--- src/rtl/fp_op_scheduler_pkg.sv ---
// Shared definitions for the FP op scheduler: op-select codes, FSM states, command layout.
// FPQ_SEQ_TAG_EN adds a sequence tag field to the command record.
package fpq_pkg;

    localparam logic [2:0] OP_ADD = 3'b001;
    localparam logic [2:0] OP_MUL = 3'b011;

    localparam int DEF_DATA_W = 32;
    localparam int DEF_SEL_W  = 3;
    localparam int DEF_TAG_W  = 8;

    typedef enum logic [1:0] {
        IDLE  = 2'd0,
        ISSUE = 2'd1,
        WAIT  = 2'd2
    } state_t;

    // Default-width command record; the top re-declares it against its own parameters.
    typedef struct packed {
        logic [DEF_DATA_W-1:0] op1;
        logic [DEF_DATA_W-1:0] op2;
        logic [DEF_SEL_W-1:0]  sel;
`ifdef FPQ_SEQ_TAG_EN
        logic [DEF_TAG_W-1:0]  tag;
`endif
    } cmd_t;

endpackage

--- src/rtl/fp_op_scheduler_fifo.sv ---
// fpq_fifo: generic synchronous FIFO with first-word-fall-through head, power-of-2 depth.
// Push while full and pop while empty are ignored.
module fpq_fifo #(
    parameter int  DEPTH = 8,
    parameter type T     = logic [7:0]
) (
    input  logic                       clk,
    input  logic                       n_rst,
    input  logic                       push,
    input  T                           wdata,
    input  logic                       pop,
    output T                           rdata,
    output logic                       full,
    output logic                       empty,
    output logic [$clog2(DEPTH+1)-1:0] count
);

    localparam int AW = $clog2(DEPTH);
    localparam int CW = $clog2(DEPTH+1);

    T               mem [DEPTH];
    logic [AW-1:0]  wr_ptr;
    logic [AW-1:0]  rd_ptr;
    logic           do_push;
    logic           do_pop;

    assign full    = (count == CW'(DEPTH));
    assign empty   = (count == '0);
    assign do_push = push && !full;
    assign do_pop  = pop && !empty;
    assign rdata   = mem[rd_ptr];

    always_ff @(posedge clk) begin
        if (do_push) begin
            mem[wr_ptr] <= wdata;
        end
    end

    // Pointers wrap naturally because DEPTH is a power of two.
    always_ff @(posedge clk or negedge n_rst) begin
        if (!n_rst) begin
            wr_ptr <= '0;
            rd_ptr <= '0;
            count  <= '0;
        end else begin
            if (do_push) wr_ptr <= wr_ptr + AW'(1);
            if (do_pop)  rd_ptr <= rd_ptr + AW'(1);
            unique case ({do_push, do_pop})
                2'b10:   count <= count + CW'(1);
                2'b01:   count <= count - CW'(1);
                default: count <= count;
            endcase
        end
    end

endmodule

--- src/rtl/fp_op_scheduler.sv ---
// fp_op_scheduler: queues CPU FP commands, issues them one at a time, returns results in order.
// Define FPQ_SEQ_TAG_EN to carry a per-push sequence tag through to result_tag.
module fp_op_scheduler
    import fpq_pkg::*;
#(
    parameter int DATA_W    = 32,
    parameter int SEL_W     = 3,
    parameter int CMD_DEPTH = 8,
    parameter int RES_DEPTH = 8,
    parameter int TAG_W     = 8
) (
    input  logic                           clk,
    input  logic                           n_rst,
    input  logic [DATA_W-1:0]              op1,
    input  logic [DATA_W-1:0]              op2,
    input  logic [SEL_W-1:0]               op_sel,
    input  logic                           op_strobe,
    input  logic                           cpu_pop,
    input  logic                           err_clr,
    output logic [DATA_W-1:0]              result,
`ifdef FPQ_SEQ_TAG_EN
    output logic [TAG_W-1:0]               result_tag,
`endif
    output logic                           cmd_full,
    output logic                           res_empty,
    output logic [$clog2(CMD_DEPTH+1)-1:0] cmd_count,
    output logic [$clog2(RES_DEPTH+1)-1:0] res_count,
    output logic                           overflow,
    output logic                           underflow,
    output logic                           exe_start,
    output logic [DATA_W-1:0]              exe_op1,
    output logic [DATA_W-1:0]              exe_op2,
    output logic [SEL_W-1:0]               exe_sel,
    input  logic                           exe_done,
    input  logic [DATA_W-1:0]              exe_result
);

    typedef struct packed {
        logic [DATA_W-1:0] op1;
        logic [DATA_W-1:0] op2;
        logic [SEL_W-1:0]  sel;
`ifdef FPQ_SEQ_TAG_EN
        logic [TAG_W-1:0]  tag;
`endif
    } cmd_entry_t;

    typedef struct packed {
        logic [DATA_W-1:0] data;
`ifdef FPQ_SEQ_TAG_EN
        logic [TAG_W-1:0]  tag;
`endif
    } res_entry_t;

    state_t     state;
    state_t     state_n;
    cmd_entry_t cmd_in;
    cmd_entry_t cmd_head;
    res_entry_t res_in;
    res_entry_t res_head;
    logic       cmd_empty;
    logic       cmd_pop;
    logic       res_full;
    logic       res_push;

`ifdef FPQ_SEQ_TAG_EN
    logic [TAG_W-1:0] tag_cnt;
    logic [TAG_W-1:0] exe_tag;
`endif

    always_comb begin
        cmd_in.op1  = op1;
        cmd_in.op2  = op2;
        cmd_in.sel  = op_sel;
        res_in.data = exe_result;
`ifdef FPQ_SEQ_TAG_EN
        cmd_in.tag  = tag_cnt;
        res_in.tag  = exe_tag;
`endif
    end

    fpq_fifo #(.DEPTH(CMD_DEPTH), .T(cmd_entry_t)) u_cmd_fifo (
        .clk   (clk),
        .n_rst (n_rst),
        .push  (op_strobe),
        .wdata (cmd_in),
        .pop   (cmd_pop),
        .rdata (cmd_head),
        .full  (cmd_full),
        .empty (cmd_empty),
        .count (cmd_count)
    );

    fpq_fifo #(.DEPTH(RES_DEPTH), .T(res_entry_t)) u_res_fifo (
        .clk   (clk),
        .n_rst (n_rst),
        .push  (res_push),
        .wdata (res_in),
        .pop   (cpu_pop),
        .rdata (res_head),
        .full  (res_full),
        .empty (res_empty),
        .count (res_count)
    );

    always_ff @(posedge clk or negedge n_rst) begin
        if (!n_rst) state <= IDLE;
        else        state <= state_n;
    end

    // Issue only with a free result slot, so the WAIT-state write can never be dropped.
    always_comb begin
        state_n   = state;
        cmd_pop   = 1'b0;
        res_push  = 1'b0;
        exe_start = 1'b0;
        unique case (state)
            IDLE: begin
                if (!cmd_empty && !res_full) begin
                    cmd_pop = 1'b1;
                    state_n = ISSUE;
                end
            end
            ISSUE: begin
                exe_start = 1'b1;
                state_n   = WAIT;
            end
            WAIT: begin
                if (exe_done) begin
                    res_push = 1'b1;
                    state_n  = IDLE;
                end
            end
            default: state_n = IDLE;
        endcase
    end

    always_ff @(posedge clk or negedge n_rst) begin
        if (!n_rst) begin
            exe_op1   <= '0;
            exe_op2   <= '0;
            exe_sel   <= '0;
            result    <= '0;
            overflow  <= 1'b0;
            underflow <= 1'b0;
        end else begin
            if (cmd_pop) begin
                exe_op1 <= cmd_head.op1;
                exe_op2 <= cmd_head.op2;
                exe_sel <= cmd_head.sel;
            end
            if (cpu_pop && !res_empty) begin
                result <= res_head.data;
            end
            // A new error event outranks a same-cycle clear.
            overflow  <= (op_strobe && cmd_full) || (overflow && !err_clr);
            underflow <= (cpu_pop && res_empty) || (underflow && !err_clr);
        end
    end

`ifdef FPQ_SEQ_TAG_EN
    always_ff @(posedge clk or negedge n_rst) begin
        if (!n_rst) begin
            tag_cnt    <= '0;
            exe_tag    <= '0;
            result_tag <= '0;
        end else begin
            if (op_strobe && !cmd_full) tag_cnt <= tag_cnt + TAG_W'(1);
            if (cmd_pop)                exe_tag <= cmd_head.tag;
            if (cpu_pop && !res_empty)  result_tag <= res_head.tag;
        end
    end
`endif

endmodule
--- config.mk ---
export PLATFORM = sky130hd
export DESIGN_NAME = fp_op_scheduler
export DESIGN_NICKNAME = d
export VERILOG_FILES = /design/src/rtl/fp_op_scheduler_pkg.sv /design/src/rtl/fp_op_scheduler_fifo.sv /design/src/rtl/fp_op_scheduler.sv
export SDC_FILE = /design/constraint.sdc
export NUM_CORES = 1
export LEC_CHECK = 0
export ABC_CLOCK_PERIOD_IN_PS = 9000
export BUFFER_PORTS_ARGS = -buffer_cell sky130_fd_sc_hd__buf_2
export CAP_MARGIN = 10
export CORE_ASPECT_RATIO = 1.25
export CORE_MARGIN = 2
export CORE_UTILIZATION = 55
export DETAILED_ROUTE_END_ITERATION = 8
export GPL_TIMING_DRIVEN = 0
export PLACE_DENSITY = 0.84
export RECOVER_POWER = 50
export SYNTH_ARGS = -nofsm -noshare
export SYNTH_HDL_FRONTEND = slang
export SYNTH_SLANG_ARGS = --single-unit
export TNS_END_PERCENT = 5
--- constraint.sdc ---
create_clock -name clk -period 9 [get_ports clk]
set_input_delay 1.8 -clock clk [delete_from_list [all_inputs] [get_ports clk]]
set_output_delay 1.8 -clock clk [all_outputs]
set_load 0.05 [all_outputs]
==> results by group <==
Outcome
  • Outcome: complete, but fails checks
  • Failing checks: max-capacitance violations, max-slew violations

Global routing
  • Largest net degree at the start of global routing: 65
  • Total grt overflow: 0
  • Initial antenna violation count: 10
  • Global-route wire length before repair: 116000 um
  • Total GRT Usage: 0.249
  • Vias in the first global route: 18600

STA
  • Max Slew Vio Count: 64
  • Measured slew at the worst slew-check pin: 4310 ps
  • RSZ-0062 raised after global routing: false
  • Final worst-path cycle share: 0.567
  • Worst Skew: 35.1 ps
  • Slew headroom: -1.87
  • Final setup TNS: 0 ps
  • Final setup viols: 0
  • Worst setup margin: 3900 ps
  • FMAX: 0.196 GHz
  • Final hold violations: 0
  • WHS: 472 ps
  • Minimum clock period: 5100 ps

Place
  • HPWL Detailed: 50000 um
  • Inst Count DP: 2714
  • Setup Slack @ Placement: 4560 ps
  • PortBufs: 216
  • Area post-placement: 37400 sq um
  • Gpl congestion: 0.765

Worst setup path
  • Worst EP required: 8730 ps
  • CP max FO: 64
  • Crit path kind: primary input to async pin
  • Max incr delay on CP: 2980 ps
  • Slowest CP cell: clkbuf_1
  • Buf+Inv Stages, Crit Path: 1
  • CP arrival: 4830 ps
  • Setup crit start kind: primary input
  • Critical path's top delay family: buffers and inverters
  • CP endpoint kind: async pin
  • Cells along the critical path: clkbuf_1

Synth
  • Leading area contributor after synthesis: edfxtp_1
  • YS warnings: 0
  • Distinct cells, synth: 40
  • EDFF count, synth: 792
  • Post-synth ARST share: 0.134
  • Yosys top cell area share: 0.692
  • Avg Inst Size Synth: 21.4 sq um
  • Synth top area cells: edfxtp_1, mux4_2, dfrtp_1
  • Synthesized flop and latch total: 915
  • Syn Inst Count: 1607
  • Top FF cell, synth: edfxtp_1
  • Sequential element share of the synthesized area: 0.782
  • Netlist Area Pre-Place: 34400 sq um
  • Post-Syn Nets: 1723

Route
  • Final WL: 78200 um
  • Drt drc: 0
  • Final antenna-violating net count: 0
  • DR iter-0 viols: 1632
  • WL per Instance: 27.2 um
  • Via count: 17300
  • Vias per inst: 6.01
  • Drt first pass iters: 5

CTS
  • Num CTS Buffers: 85
  • Post-CTS Setup Bufs: 0
  • Hold-fix buffers at CTS: 0
  • Clock buffer depth: 3
  • Clock transition at the registers of the reported paths: 60 ps
  • Post-CTS sizing: 0
  • Skew-Pair Late Insertion Delay: 640 ps
  • Root Driver: clkbuf_16
  • Clk sinks: 915
  • CTS H-tree depth: 3
  • CTS tree: done

Cells and area
  • Commonest non-fill, non-tap cell in the layout: edfxtp_1
  • Storage element area: 26900 sq um
  • Fin nets: 2085
  • Area grow syn2layout: 16.8%
  • Layout cells sized above 1: 0.275
  • Final Util: 0.648
  • Area of the multi-input gates: 7140 sq um
  • Most frequent cells in the layout: edfxtp_1, mux4_2, clkbuf_1
  • Fin area: 40100 sq um
  • Final Non-Filler Cells: 2878
  • Fill count: 4002

Floorplan
  • Die area: 64500 sq um
  • Ports: 217
  • Die Wd: 228 um
  • # rows: 102
  • Initial core utilization: 0.555
  • Core area: 61900 sq um
  • Vert. Die Dim: 283 um

Hold path
  • Tightest Hold Check Type: flop to flop

Power
  • Overall power: 13.9 mW
  • Sw frac: 0.349
  • Comb pwr share: 0.333
  • Sequential share of power: 0.406
  • Internal power: 9.06 mW
  • Max VDD drop: 0.000281 V
  • Psw: 4.86 mW
  • Clk network pwr share: 0.260
  • Pleak: 13.7 nW
  • PwrDens: 347 nW/um^2

Run
  • Max Cap Viol: 1
[Yosys cell counts (2+ instances only)]
cell      count
inv_1        11
o21ai_1      10
nand2_1     120
buf_1         8
buf_2        38
nand2b_1      8
xnor2_1      10
xor2_1        5
mux4_2      198
nor4_1        4
nor2b_1       2
o21ai_0      94
nor2_1       11
dfrtp_1     123
a21oi_1       2
mux2i_1     100
edfxtp_1    792
nor3_1        8
ha_1         10
buf_6         4
buf_4         9
nor3b_1       2
nor4b_1       2
clkbuf_1     20
[worst paths after layout]
path / startpoint / endpoint / slack (ps) / cells past startpoint
worst max-delay path: n_rst / result[20] / 3900 / 1
worst max register to register: u_res_fifo.count[0] / u_cmd_fifo.count[2] / 5180 / 11
max in group clk: u_res_fifo.count[0] / res_empty / 4990 / 2
worst min register to register: exe_op1[22] / exe_op1[22] / 470 / 2
min in group asynchronous: n_rst / exe_op2[24] / 2700 / 1
worst min-delay path: exe_op1[22] / exe_op1[22] / 470 / 2
[tightest hold or removal path: stages, from the launching register on]
cell and delay [ps]:
dfrtp_1 330, nand2_1 40, o21ai_0 60
[logic make-up after synthesis]
kind of cell,after synthesis,synth area share
buffers and inverters,92,0.0133
adders and majority gates,11,0.00422
DFF,915,0.782
and+or+nand+nor,166,0.0211
muxes,300,0.160
xor gates and xnor gates,15,0.00382
AOI/OAI and AO/OA,108,0.0160
[layer usage]
metal | routed length, um | track usage
met1 | 27800 | 0.298
met4 | 2540 | 0.0971
met2 | 41800 | 0.437
met5 | 89 | 0
met3 | 6030 | 0.0543
[final cells by class]
cell class / count / area share
Antenna cell: 4 / 0.000249
Buffer: 80 / 0.00929
Clock buffer: 111 / 0.0574
Clock inverter: 49 / 0.0135
Inverter: 12 / 0.00112
Multi-Input combinational cell: 600 / 0.178
Sequential cell: 915 / 0.670
Tap cell: 832 / 0.0259
Timing Repair Buffer: 275 / 0.0450
[sequential cells by signal, indices dropped and copies added (netlist names), 4 cells and up]
register / count
u_cmd_fifo.mem: 536
u_res_fifo.mem: 256
u_cmd_fifo.count: 4
exe_op1: 32
exe_op2: 32
result: 32
u_res_fifo.count: 4
[power groups by stage]
stage | logic (mW) | registers, mW | clock network, mW
final | 4.64 | 5.66 | 3.62
after global routing | 4.95 | 5.71 | 3.84
after global placement | 4.39 | 5.78 | 0
after CTS | 4.75 | 5.66 | 3.68
after detailed placement | 4.69 | 5.73 | 0
after floorplan | 2.42 | 6.53 | 0
Power figures use the tool's default switching activity.
